--- src/rtl/clk_div_pkg.sv ---
// Shared constants and helpers for the clock-enable divider bank.
package clk_div_pkg;

  localparam int DIV_OFF   = 0;
  localparam int DIV_PIX25 = 2;
  localparam int DIV_1KHZ  = 50000;
  localparam int DIV_AUDIO = 1134;

  // Channel-select width; a single channel still gets one select bit.
  function automatic int cfg_ch_w(input int num_ch);
    return (num_ch > 1) ? $clog2(num_ch) : 1;
  endfunction

endpackage

--- src/rtl/clk_div_channel.sv ---
// One divider slice: counts 0..div-1 and emits a wrap tick plus a square-wave phase flag.
module clk_div_channel
  import clk_div_pkg::*;
#(
  parameter int CNT_W       = 16,
  parameter int DEFAULT_DIV = 2
) (
  input  logic             clk,
  input  logic             rst_n,
  input  logic             sync,
  input  logic             load,
  input  logic             load_now,
  input  logic [CNT_W-1:0] new_div,
  output logic             tick,
  output logic             sq,
  output logic             wrap,
  output logic             idle
);

  logic [CNT_W-1:0] div_r, count_r, div_s, count_s;
  logic             tick_r, sq_r, tick_s, sq_s;
  logic [CNT_W:0]   half_s;

  // Next-state: sync beats immediate load, which beats halt and wrap.
  always_comb begin
    idle    = (div_r == CNT_W'(DIV_OFF));
    wrap    = !idle && (count_r == (div_r - CNT_W'(1)));
    half_s  = ({1'b0, div_r} + {{CNT_W{1'b0}}, 1'b1}) >> 1;
    div_s   = div_r;
    count_s = '0;
    tick_s  = 1'b0;
    sq_s    = 1'b0;
    if (sync) begin
      if (load || load_now) begin
        div_s = new_div;
      end else begin
        div_s = div_r;
      end
    end else if (load_now) begin
      div_s = new_div;
    end else if (idle) begin
      count_s = '0;
    end else if (wrap) begin
      tick_s = 1'b1;
      if (load) begin
        div_s = new_div;
      end else begin
        div_s = div_r;
      end
    end else begin
      count_s = count_r + CNT_W'(1);
      sq_s    = ({1'b0, count_s} >= half_s);
    end
  end

  // Channel state register.
  always_ff @(posedge clk or negedge rst_n) begin
    if (!rst_n) begin
      div_r   <= CNT_W'(DEFAULT_DIV);
      count_r <= '0;
      tick_r  <= 1'b0;
      sq_r    <= 1'b0;
    end else begin
      div_r   <= div_s;
      count_r <= count_s;
      tick_r  <= tick_s;
      sq_r    <= sq_s;
    end
  end

  assign tick = tick_r;
  assign sq   = sq_r;

endmodule

--- src/rtl/clk_div_bank.sv ---
// NUM_CH programmable clock-enable generators with a single-slot, glitch-free retune port.
module clk_div_bank
  import clk_div_pkg::*;
#(
  parameter int NUM_CH      = 4,
  parameter int CNT_W       = 16,
  parameter int DEFAULT_DIV = 2
) (
  input  logic                          clk,
  input  logic                          rst_n,
  input  logic                          sync,
  input  logic                          cfg_valid,
  output logic                          cfg_ready,
  input  logic [cfg_ch_w(NUM_CH)-1:0]   cfg_ch,
  input  logic [CNT_W-1:0]              cfg_div,
  output logic [NUM_CH-1:0]             tick,
  output logic [NUM_CH-1:0]             sq
);

  localparam int CH_W = cfg_ch_w(NUM_CH);

  logic              pend_r, ready_r;
  logic [CH_W-1:0]   pend_ch_r;
  logic [CNT_W-1:0]  pend_div_r;
  logic              accept_s, valid_ch_s, now_s, commit_s;
  logic [NUM_CH-1:0] sel_s, wrap_s, idle_s, load_s, load_now_s;

  // Decode the pending target and decide when it commits.
  always_comb begin
    for (int i = 0; i < NUM_CH; i++) begin
      sel_s[i] = pend_r && (pend_ch_r == CH_W'(i));
    end
    accept_s   = cfg_valid && ready_r;
    valid_ch_s = (int'(cfg_ch) < NUM_CH);
    // Enabling from or disabling to zero needs no period boundary to stay glitch-free.
    now_s      = pend_r && ((|(sel_s & idle_s)) || (pend_div_r == CNT_W'(DIV_OFF)));
    commit_s   = pend_r && (sync || now_s || (|(sel_s & wrap_s)));
    if (now_s) begin
      load_s     = '0;
      load_now_s = sel_s;
    end else begin
      load_s     = sel_s;
      load_now_s = '0;
    end
  end

  // Pending slot and ready flag.
  always_ff @(posedge clk or negedge rst_n) begin
    if (!rst_n) begin
      pend_r     <= 1'b0;
      pend_ch_r  <= '0;
      pend_div_r <= '0;
      ready_r    <= 1'b1;
    end else if (accept_s) begin
      pend_r     <= valid_ch_s;
      pend_ch_r  <= cfg_ch;
      pend_div_r <= cfg_div;
      ready_r    <= 1'b0;
    end else if (commit_s) begin
      pend_r     <= 1'b0;
      ready_r    <= 1'b1;
    end else begin
      ready_r    <= !pend_r;
    end
  end

  assign cfg_ready = ready_r;

  for (genvar g = 0; g < NUM_CH; g++) begin : g_ch
    clk_div_channel #(
      .CNT_W       (CNT_W),
      .DEFAULT_DIV (DEFAULT_DIV)
    ) u_ch (
      .clk      (clk),
      .rst_n    (rst_n),
      .sync     (sync),
      .load     (load_s[g]),
      .load_now (load_now_s[g]),
      .new_div  (pend_div_r),
      .tick     (tick[g]),
      .sq       (sq[g]),
      .wrap     (wrap_s[g]),
      .idle     (idle_s[g])
    );
  end

endmodule

--- config.mk ---
export PLATFORM = sky130hd
export DESIGN_NAME = clk_div_bank
export DESIGN_NICKNAME = d
export VERILOG_FILES = /design/src/rtl/clk_div_pkg.sv /design/src/rtl/clk_div_channel.sv /design/src/rtl/clk_div_bank.sv
export SDC_FILE = /design/constraint.sdc
export NUM_CORES = 1
export LEC_CHECK = 0
export CAP_MARGIN = 30
export CORE_AREA = 5 5 257 197
export DETAILED_ROUTE_END_ITERATION = 7
export DIE_AREA = 0 0 262 202
export PLACE_DENSITY_LB_ADDON = 0.3
export SLEW_MARGIN = 0
export SYNTH_ARGS = -nofsm -noshare
export SYNTH_HDL_FRONTEND = slang
export SYNTH_HIERARCHICAL = 1
export SYNTH_SLANG_ARGS = --single-unit
--- constraint.sdc ---
create_clock -name clk -period 3.3 [get_ports clk]
set_clock_uncertainty 0.15 [all_clocks]
set_input_delay 0.66 -clock clk [delete_from_list [all_inputs] [get_ports clk]]
set_output_delay 0.66 -clock clk [all_outputs]
set_load 0.1 [all_outputs]
-- After elaboration in Yosys (flattened, before gate mapping)
Cells that the tools add are included.
- $add $sub $neg: 12
- $lt $le $gt $ge: 4
- equality and inequality tests: 15
- multiplexer cells: 78
- bitwise logic cells: 2
- reductions and logical operators: 44
- operator list (cell ; number):
    two-way mux 16 bit ; 40
    logical NOT 16 bit ; 5
    adder 16 x 1 -> 17 bit, second input constant ; 4
    adder 16 x 1 -> 16 bit, second input constant ; 4
    == test 16 bit ; 4
    greater-or-equal comparator 16 bit ; 4
    subtractor 16 x 1 -> 16 bit, second input constant ; 4
    two-way mux 1 bit ; 36
    nonzero test 3 bit ; 8
    AND reduction 4 bit ; 4
    inequality test 3 bit, second input constant ; 4
    logical AND 1 bit ; 11
    AND 4 bit ; 2
    two-way mux 4 bit ; 2
    inequality test 2 x 1 -> 1 bit, second input constant ; 4
    OR reduction 4 bit ; 2
    logical OR 1 bit ; 7
    logical NOT 1 bit ; 5
    == test 2 bit, second input constant ; 2
    == test 2 x 1 -> 1 bit, second input constant ; 1
    logical NOT 2 bit ; 1
    nonzero test 2 bit ; 1
- flip-flop bits (word level): 156
- logic and storage cells: 175

-- Logic depth before layout (Yosys ltp)
- depth after elaboration: 12
- gate-level depth with buffers: 14
- depth with buffers taken out: 13

-- Cells and area by module
The synthesis kept the hierarchy.
- by module, submodules not included (module ; times used ; cells an instance ; area each (um2)):
    clk_div_channel (g_ch[0].u_ch ...) ; 3 ; 280 ; 2712.6
    clk_div_channel (g_ch[1].u_ch) ; 1 ; 281 ; 2718.9
    clk_div_bank ; 1 ; 70 ; 927.1

-- Worst setup path after synthesis
OpenSTA, ideal clock, no wires.
- path type: reg2reg
- from: register g_ch[0].u_ch.div_r[1]
- to: register g_ch[0].u_ch.div_r[10]
- data arrival time: 3.336 ns
- path slack: -0.311 ns
- cell stages (with the launch flop): 11
- path buffers: 1
- path through: dfstp_2 -> inv_1 -> ha_1 -> xor2_1 -> o211ai_1 -> or4b_1 -> or4_1 -> or3_4 -> o31ai_4 -> buf_12 -> mux2_4
- word-level cells in the longest chain between the ends: 9
- elaborated cells on any way between the ends: 19
- classes of those cells: add/sub (1); eq/ne (3); mux (4); bitwise (1); reduce/logical (10)
- RTL lines (element ; RTL line ; RTL):
    start, declared ; clk_div_channel.sv:20 ; logic [CNT_W-1:0] div_r, count_r, div_s, count_s;
    start signal, assigned ; clk_div_channel.sv:59 ; div_r <= CNT_W'(DEFAULT_DIV);
    start signal, assigned ; clk_div_channel.sv:64 ; div_r <= div_s;
    parallel branches: the longest is 9 deep, another holds subtractor 16 x 1 -> 16 bit ; - ;
Parallel ways; which one is timed is not known.
A chain may end at the register's enable or synchronous reset.

-- Worst setup path in the final report
- from: register g_ch[3].u_ch.div_r[1]
- to: register g_ch[3].u_ch.div_r[13]
- word-level cells in the longest chain between the ends: 9
- elaborated cells on any way between the ends: 19
- classes of those cells: add/sub (1); eq/ne (3); mux (4); bitwise (1); reduce/logical (10)
- RTL lines (element ; RTL line):
    start, declared ; clk_div_channel.sv:20
    start signal, assigned ; clk_div_channel.sv:59
    start signal, assigned ; clk_div_channel.sv:64
    parallel branches: the longest is 9 deep, another holds subtractor 16 x 1 -> 16 bit ; -
Parallel ways; which one is timed is not known.

==> qor.yml <==
critical_path:
  critPathMaxFanout: 8
  critical_path_required_ns: 3.48
  crit_arrival_ns: 3.83
  r2r_start: "g_ch[3].u_ch/div_r[1]"
  r2r_slack_ns: -0.35
  startpoint: "g_ch[3].u_ch/div_r[1]"
  cp-endpoint: "g_ch[3].u_ch/div_r[13]"
  cp-end-kind: "register"
  path_class: "register to register"
  rr_endpoint: "g_ch[3].u_ch/div_r[13]"
  startpoint_type: "register"
  reg2regPathDepth: 11
power:
  p_sw_mw: 4.35
  combPwrFrac: 0.563
  p_int_mw: 6.73
  swShare: 0.392
  pwr-share-seq: 0.258
  peakVddDrop_mv: 0.455
  clkPwrFrac: 0.179
  power_density_nw_per_um2: 712
  p_leak_nw: 6.66
clocking:
  clk_path_buf_depth: 2
  cts-htree-levels: 4
  cts_buffers: 17
  cts_tree: "done"
  ctsHoldBuffers: 0
  cts_root_buffer: "clkbuf_16"
  cts.sinks: 156
  clk-insertion-delay-late_ns: 0.44
  cts.clk_slew.worst_paths_ns: 0.07
die:
  start_util: 0.246
  coreArea_um2: 47900
  fp.dieH_um: 202
  die_area_um2: 52900
  dieWidth_um: 262
  fp-row-count: 70
  io_pins: 31
synthesis:
  synth_edf_count: 0
  syn_avg_cell_area_um2: 9.89
  ys.flop_type: "dfrtp_1"
  ys_seq_area_frac: 0.332
  yosys_warnings: 6
  synth_area_um2: 11800
  synth_nets: 1289
  ys_ff_latch: 156
  yosysUniqueCellTypes: 55
  synth-async-reset-ratio: 1.00
  syn_inst: 1191
global_routing:
  grt.overflow.total: 0
  track_usage: 0.129
  grt_pass1_vias: 9710
  grt_start_max_net_pins: 60
  grt_pass1_wl_um: 54400
  antenna_found_initial: 0
timing:
  hold_viol_final: 0
  drv_slew: 0
  rsz0062_at_grt: "true"
  slew_headroom: 0.438
  setup_viol: 114
  fin_crit_sh: 1.11
  max_freq_mhz: 274
  tightestPinTransition_ns: 0.836
  fin_ws_ns: -0.352
  period_needed_ns: 3.65
outcome:
  violations: "negative setup slack"
  status: "finished with violations"
placed_design:
  gp_congestion: 0.845
  place_inst: 2022
  hpwl_um: 25600
  port_buffers: 30
run:
  maxCapViolCount: 0
hold_path:
  hold_path.class: "primary input to async pin"
routing:
  first_pass_iters: 6
  vias: 9548
  antenna_left: 0
  drt-initial-drc-count: 563
  wl_per_cell_um: 16.5
  drc: 0
  avgViaCountPerCell: 4.60
  totalWireLength_um: 34300
cells_and_area:
  layout-drive-gt1-share: 0.328
  utilization: 0.325
  final_cells: 2076
  areaGrowthSynthToFinish_pct: 32.1
  diodes: 0
  nets: 1513
==> worst min path at each step <==
stage	to
floorplan	g_ch[0].u_ch/count_r[0]
global placement	g_ch[3].u_ch/div_r[6]
detailed placement	g_ch[3].u_ch/div_r[6]
CTS	g_ch[0].u_ch/count_r[3]
global route	g_ch[0].u_ch/count_r[5]
finish	g_ch[0].u_ch/count_r[3]
==> flip-flops by register name, summed over array words and instances (netlist names) <==
register           cells
g_ch.u_ch/count_r     64
g_ch.u_ch/div_r       64
pend_div_r            16
g_ch.u_ch/sq           4
g_ch.u_ch/tick         4
pend_ch_r              2
cfg_ready              1
pend_r                 1
==> power groups by stage <==
stage / Combinational [mW] / Sequential (mW) / Clock, mW
floorplan: 3.63 / 2.82 / 0
global route: 6.77 / 2.93 / 2.12
finish: 6.23 / 2.86 / 1.99
global placement: 5.72 / 2.85 / 0
detailed placement: 5.83 / 2.85 / 0
CTS: 6.14 / 2.84 / 2.03
==> layout make-up <==
type,instances,area [µm²]
clock buffer,21,440
clock inverter,11,123
fill,4920,32300
inverter,20,75.1
multi-input combinational,943,7850
sequential,156,3910
tap,648,811
timing repair buffer,277,2360
==> cells in the mapped netlist (5+ instances only) <==
library cell	count	share of area
nor4_1	32	0.017
a21oi_1	23	0.0098
dfstp_2	5	0.011
nand4_1	29	0.015
nor2_1	62	0.020
ha_1	76	0.081
o211ai_1	8	0.0051
nor2b_1	72	0.038
nand2_1	60	0.019
inv_1	20	0.0064
nand2b_1	18	0.0096
xor2_1	75	0.056
buf_2	16	0.0068
dfrtp_1	151	0.32
a21o_1	20	0.013
mux2_4	40	0.051
mux2i_1	6	0.0051
or4_1	12	0.0076
or4b_1	8	0.0068
nor3_1	53	0.023
nand3_1	50	0.021
xnor2_1	117	0.087
mux2_2	42	0.040
and3_1	30	0.016
o21ai_0	12	0.0051
a31o_2	8	0.0059
nand3b_1	12	0.0076
or3_1	8	0.0042
buf_6	5	0.0048
a211oi_1	5	0.0032
clkbuf_1	43	0.014
==> through the flow <==
stage	hold WS (ns)	instance area (µm²)	setup WS, ns	setup TNS [ns]	total power, mW
after CTS	0.0599	15400	-0.332	-23.14	11.0
after detailed placement	0.405	14400	-0.766	-38.92	8.68
after global placement	0.407	14400	-0.709	-36.12	8.58
after global routing	0.109	15600	-0.412	-32.38	11.8
after floorplan	0.214	11900	-0.256	-13.59	6.46
final	0.0606	15600	-0.352	-22.56	11.1
==> kinds of logic after synthesis <==
| family | Yosys count | share of synthesized area |
|---|---|---|
| XOR/XNOR | 192 | 0.143 |
| AO/OA/AOI/OAI | 116 | 0.0826 |
| buffers and inverters | 92 | 0.0397 |
| multiplexers | 89 | 0.0981 |
| AND/OR/NAND/NOR | 470 | 0.224 |
| flip-flops | 156 | 0.332 |
| adder cells (fa/ha/maj) | 76 | 0.0807 |
==> what timing repair did <==
item	in CTS	in global routing
gates cloned	5	2
pin swaps	23	21
setup buffers	16	5
endpoints found under the hold margin	0	0
setup endpoints to repair	115	135
resized for setup	39	57
==> cell usage in the layout, fill, tap and decap left out, types with 8 or more instances in the layout <==
cell	count
dfrtp_1	151
buf_4	230
mux2_2	18
xnor2_1	117
ha_1	72
o21ai_0	12
xor2_1	73
buf_12	8
nor3_1	42
o211ai_1	8
nor4_1	30
nand3_1	50
nand4_1	29
buf_6	15
nand3b_1	12
mux2_4	64
or4_1	8
nand2b_1	18
inv_1	12
and3_1	28
clkdlybuf4s50_1	20
a21oi_1	20
nor2b_1	64
nand2_1	60
inv_2	8
a31o_2	8
or3_1	8
a21o_1	20
nor2_1	57
clkbuf_16	20
==> per-layer routing <==
| metal | wire length, µm | global-route usage | up-vias |
|---|---|---|---|
| li1 | - | - | 4687 |
| met2 | 13100 | 0.171 | 133 |
| met4 | 410 | 0.0297 | 0 |
| met3 | 1620 | 0.0313 | 28 |
| met1 | 19100 | 0.207 | 4700 |
| met5 | 0 | 0 | - |
==> critical path: stages, from the launching register on <==
cell and delay, ns:
dfstp_2 0.55, inv_2 0.05, ha_4 0.27, xor2_2 0.15
o211ai_1 0.11, or4b_4 0.54, or4_4 0.48, or3_4 0.43
o31ai_4 0.20, buf_4 0.16, buf_12 0.14, mux2_4 0.31
(Power assumes the default switching activity.)
